File: config.mk
export PLATFORM = sky130hd
export DESIGN_NAME = tausworthe_urng_mc
export DESIGN_NICKNAME = d
export VERILOG_FILES = /design/src/rtl/tausworthe_urng_mc.sv
export SDC_FILE = /design/constraint.sdc
export NUM_CORES = 1
export LEC_CHECK = 0
export ABC_AREA = 1
export ABC_CLOCK_PERIOD_IN_PS = 3000
export CAP_MARGIN = 30
export CELL_PAD_IN_SITES_DETAIL_PLACEMENT = 1
export CELL_PAD_IN_SITES_GLOBAL_PLACEMENT = 1
export CORE_MARGIN = 5
export CORE_UTILIZATION = 45
export DETAILED_ROUTE_END_ITERATION = 8
export PLACE_DENSITY_LB_ADDON = 0.1
export SYNTH_ARGS = -nofsm -noshare
export SYNTH_HDL_FRONTEND = slang
export SYNTH_SLANG_ARGS = --single-unit
File: constraint.sdc
create_clock -name clock -period 3 [get_ports clock]
set_input_delay 0.3 -clock clock [delete_from_list [all_inputs] [get_ports clock]]
set_output_delay 0.3 -clock clock [all_outputs]
set_load 0.02 [all_outputs]
File: src/rtl/tausworthe_urng_mc.sv
// Multi-channel combined Tausworthe (taus88) uniform RNG with per-channel seed load,
// post-seed warm-up discard and a ready/valid output register.
module tausworthe_urng_mc #(
    parameter int unsigned NUM_CH        = 2,
    parameter int unsigned OUT_W         = 32,
    parameter int unsigned WARMUP_CYCLES = 8,
    parameter logic [31:0] SEED0         = 32'h0f0f0f0f,
    parameter logic [31:0] SEED1         = 32'h0c0c0c0c,
    parameter logic [31:0] SEED2         = 32'h00ff00ff,
    localparam int unsigned CH_W         = (NUM_CH > 1) ? $clog2(NUM_CH) : 1
) (
    input  logic                      clock,
    input  logic                      reset_n,
    input  logic                      enable,
    input  logic                      seed_load,
    input  logic [CH_W-1:0]           seed_ch,
    input  logic [95:0]               seed_data,
    output logic                      seed_err,
    output logic                      busy,
    output logic                      out_valid,
    input  logic                      out_ready,
    output logic [NUM_CH*OUT_W-1:0]   out_data
);

    localparam int unsigned CNT_W = (WARMUP_CYCLES > 0) ? $clog2(WARMUP_CYCLES + 1) : 1;

    typedef enum logic {
        ST_WARMUP = 1'b0,
        ST_RUN    = 1'b1
    } fsm_t;

    // One taus88 step on a packed {S2,S1,S0} state.
    function automatic logic [95:0] taus_step(input logic [95:0] s);
        logic [31:0] s0, s1, s2, b;
        s0 = s[31:0];
        s1 = s[63:32];
        s2 = s[95:64];
        b  = ((s0 << 13) ^ s0) >> 19;
        s0 = ((s0 & 32'hFFFF_FFFE) << 12) ^ b;
        b  = ((s1 << 2) ^ s1) >> 25;
        s1 = ((s1 & 32'hFFFF_FFF8) << 4) ^ b;
        b  = ((s2 << 3) ^ s2) >> 11;
        s2 = ((s2 & 32'hFFFF_FFF0) << 17) ^ b;
        return {s2, s1, s0};
    endfunction

    // Forces each component above its degenerate range so the generator cannot lock up.
    function automatic logic [95:0] sanitise(input logic [95:0] s);
        logic [31:0] s0, s1, s2;
        s0 = s[31:0];
        s1 = s[63:32];
        s2 = s[95:64];
        if (s0 < 32'd2)  s0 = s0 | 32'd2;
        if (s1 < 32'd8)  s1 = s1 | 32'd8;
        if (s2 < 32'd16) s2 = s2 | 32'd16;
        return {s2, s1, s0};
    endfunction

    function automatic logic [OUT_W-1:0] sample(input logic [95:0] s);
        logic [31:0] w;
        w = s[31:0] ^ s[63:32] ^ s[95:64];
        return w[31 -: OUT_W];
    endfunction

    function automatic logic [95:0] reset_seed(input int unsigned c);
        logic [31:0] k;
        k = 32'(c) * 32'h9E3779B9;
        return sanitise({SEED2 ^ k, SEED1 ^ k, SEED0 ^ k});
    endfunction

    fsm_t                        fsm_q, fsm_d;
    logic [CNT_W-1:0]            cnt_q, cnt_d;
    logic [NUM_CH-1:0][95:0]     st_q, st_d;
    logic                        valid_q, valid_d;
    logic [NUM_CH*OUT_W-1:0]     data_q, data_d;
    logic                        err_q, err_d;
    logic                        busy_q, busy_d;
    logic                        seed_ok;
    logic                        fire;

    assign seed_ok = (32'(seed_ch) < NUM_CH);
    assign fire    = enable & (~valid_q | out_ready);

    always_ff @(posedge clock or negedge reset_n) begin
        if (!reset_n) begin
            fsm_q   <= (WARMUP_CYCLES == 0) ? ST_RUN : ST_WARMUP;
            cnt_q   <= CNT_W'(WARMUP_CYCLES);
            for (int unsigned c = 0; c < NUM_CH; c++) begin
                st_q[c] <= reset_seed(c);
            end
            valid_q <= 1'b0;
            data_q  <= '0;
            err_q   <= 1'b0;
            busy_q  <= (WARMUP_CYCLES != 0);
        end else begin
            fsm_q   <= fsm_d;
            cnt_q   <= cnt_d;
            st_q    <= st_d;
            valid_q <= valid_d;
            data_q  <= data_d;
            err_q   <= err_d;
            busy_q  <= busy_d;
        end
    end

    // A valid seed load overrides stepping and firing; all other channels hold that cycle.
    always_comb begin
        fsm_d   = fsm_q;
        cnt_d   = cnt_q;
        st_d    = st_q;
        valid_d = valid_q;
        data_d  = data_q;
        err_d   = 1'b0;

        if (seed_load && seed_ok) begin
            for (int unsigned c = 0; c < NUM_CH; c++) begin
                if (CH_W'(c) == seed_ch) begin
                    st_d[c] = sanitise(seed_data);
                end
            end
            valid_d = 1'b0;
            cnt_d   = CNT_W'(WARMUP_CYCLES);
            fsm_d   = (WARMUP_CYCLES == 0) ? ST_RUN : ST_WARMUP;
        end else begin
            err_d = seed_load;
            case (fsm_q)
                ST_WARMUP: begin
                    if (enable) begin
                        for (int unsigned c = 0; c < NUM_CH; c++) begin
                            st_d[c] = taus_step(st_q[c]);
                        end
                        cnt_d = cnt_q - CNT_W'(1);
                        if (cnt_q == CNT_W'(1)) begin
                            fsm_d = ST_RUN;
                        end
                    end
                end
                ST_RUN: begin
                    if (fire) begin
                        for (int unsigned c = 0; c < NUM_CH; c++) begin
                            data_d[c*OUT_W +: OUT_W] = sample(st_q[c]);
                            st_d[c]                  = taus_step(st_q[c]);
                        end
                        valid_d = 1'b1;
                    end else if (out_ready && valid_q) begin
                        valid_d = 1'b0;
                    end
                end
                default: fsm_d = ST_RUN;
            endcase
        end

        busy_d = (fsm_d == ST_WARMUP);
    end

    assign seed_err  = err_q;
    assign busy      = busy_q;
    assign out_valid = valid_q;
    assign out_data  = data_q;

endmodule

==> flow_summary.json <==
{
  "pre_cts_ws_ps": 529,
  "drv_cap": 0,
  "critical_path_required_ps": 3480,
  "final_common_cell": "nand2_1",
  "fin_skew_ps": 14.5,
  "worst-path-buf-inv": 3,
  "min_path_type": "in2reg",
  "grt_pass1_vias": 12641,
  "syn-mean-instance-area_um2": 8.00,
  "routed-via-count": 12277,
  "vias_per_cell": 5.41,
  "slowest_stage": "inv_4",
  "period_minus_slack_ps": 2190,
  "async_flop_share": 1.00,
  "io_buffers": 167,
  "hpwl_mm": 38.2,
  "clockBufferDepth": 3,
  "yosysSeqAreaShare": 0.485,
  "drive_above_1_share": 0.0864,
  "arrival_ps": 2670,
  "cts_root_buf": "clkbuf_16",
  "synth_fp_nets": 1829,
  "core_um2": 30400,
  "vdd_drop_max_mv": 0.492,
  "slew_headroom": 0.377,
  "drc_errors": 0,
  "drtIter0Drc": 971,
  "holdWs_ps": 50.6,
  "grt.overflow.total": 0,
  "die_w_um": 185,
  "gp_congestion": 0.924,
  "max_freq_mhz": 456,
  "synth.distinct_cells": 30,
  "fin_total_pwr_mw": 13.4,
  "setup.worst_path.end_class": "flop",
  "synth.cell_area_um2": 13800,
  "powerDensity_nw_per_um2": 797,
  "antenna_found_initial": 1,
  "clkTransAtPathRegs_ps": 60,
  "layout.nets": 1954,
  "placed_cell_area_um2": 15700,
  "tightest_slew_ps": 934,
  "synthCells": 1725,
  "cts_resized": 0,
  "routedWlPerCell_um": 22.5,
  "status": "complete, no violations",
  "n_antenna_cell": 0,
  "period_share": 0.731,
  "finalMaxSlewViolations": 0,
  "cts_made_buffers": 30,
  "final_cell_mix": "nand2_1, o21ai_0, dfrtp_1",
  "setup_tns_ps": 0,
  "start_kind": "flop",
  "postRouteAntennaNets": 0,
  "critPathTopFamily": "buffers and inverters",
  "final_area_um2": 16800,
  "drt_pass1_iterations": 5,
  "setup_viol": 0,
  "grt_pass1_wl_mm": 76.3,
  "cpMostUsedCell": "nand2_1",
  "yosys_warnings": 0,
  "synth_flop_cell": "dfrtp_1",
  "fp.dieH_um": 185,
  "criticalPathCategory": "reg2reg",
  "p_leak_nw": 7.60,
  "crit_path_cell_trace": "inv_1 > nor2_1 > nand3_1 > nand3_2 > inv_4 > buf_12 > nand2_1 > nand2_1",
  "routed_wl_mm": 51.1,
  "slowest_delay_ps": 680,
  "clkLatencyLatePin_ps": 550,
  "start_util": 0.454,
  "hold_viol_final": 0,
  "grt_setup_unrepaired": "no",
  "area_growth_pct": 21.5,
  "core.rowCount": 64,
  "crit_fanout": 96,
  "die_area_um2": 34300,
  "ioPinCount": 169,
  "layout_setup_ws_ps": 808,
  "synth_edf_count": 0,
  "cts_tree": "built",
  "htree_levels": 1,
  "grt_start_max_net_pins": 163,
  "numClockSinks": 263,
  "synth_seq_cells": 263,
  "grt_use_total": 0.295
}
## state kept, by name, summed over array words and instances, names as in the netlist
signal,cells
st_q,192
busy,1
fsm_q,1
cnt_q,4
out_data,64
out_valid,1
## layout make-up
| cell class | count | area, um^2 |
|---|---|---|
| fillers | 3673 | 13700 |
| clock buffers | 42 | 857 |
| clock inverters | 14 | 195 |
| inverters | 154 | 582 |
| multi-input cells | 1221 | 6090 |
| repair buffers | 180 | 1850 |
| flip-flops and latches | 263 | 6700 |
| well taps | 396 | 495 |
## per-layer routing
layer | track usage | routed length, um | up-vias
li1 | - | - | 5703
met1 | 0.413 | 21800 | 6152
met2 | 0.479 | 24300 | 351
met3 | 0.0369 | 3010 | 71
met4 | 0.0998 | 1950 | 0
met5 | 0 | 0 | -
## Yosys cell counts (22+ instances only)
| cell | number | area, um^2 |
|---|---|---|
| nor2_1 | 82 | 308 |
| o21ai_1 | 115 | 576 |
| inv_1 | 151 | 567 |
| nand2_1 | 527 | 1980 |
| xor2_1 | 64 | 561 |
| nand3_1 | 22 | 110 |
| buf_2 | 23 | 115 |
| clkbuf_1 | 42 | 158 |
| dfstp_2 | 92 | 2420 |
| o21ai_0 | 261 | 1310 |
| dfrtp_1 | 171 | 4280 |
| xnor2_1 | 113 | 990 |
## cell families after synthesis
group | synth area share
buf+inv | 0.0749
simple gates | 0.177
compound gates | 0.149
xor+xnor | 0.112
flops | 0.485
other cells | 0.000272
fa+ha+maj | 0.00181
## final timing paths
kind	startpoint	end	slack (ps)	cells after the start
setup / recovery	fsm_q	st_q[28]	810	8
hold / removal	seed_load	cnt_q[3]	50	3
setup reg to reg	fsm_q	st_q[28]	810	8
hold reg to reg	st_q[67]	st_q[67]	480	2
max in group asynchronous	reset_n	st_q[100]	1760	3
min in group asynchronous	reset_n	cnt_q[2]	360	2
## power breakdown
group	switching [mW]	internal [mW]
combinational	2.33	1.75
clock	1.51	2.41
sequential	0.816	4.55
total	4.66	8.71
## repair_timing
item / in CTS / in global routing
endpoints found under the setup margin: 0 / 0
hold buffers: 1 / 0
endpoints found under the hold margin: 51 / 0
buffers inserted: 0 / 0
## worst reg2reg max path, stage by stage (launching register included)
cell     delay [ps]
dfrtp_1         400
inv_1            80
nor2_1           80
nand3_1         160
nand3_2         130
inv_4           690
buf_12          380
nand2_1         120
nand2_1         110
## stage by stage
stage | cells | utilization
2_1_floorplan | 1725 | -
6_report | 2270 | 0.551
5_1_grt | 2270 | 0.551
3_3_place_gp | 2213 | 0.516
3_5_place_dp | 2213 | 0.516
4_1_cts | 2270 | 0.551
(Power assumes the default switching activity.)
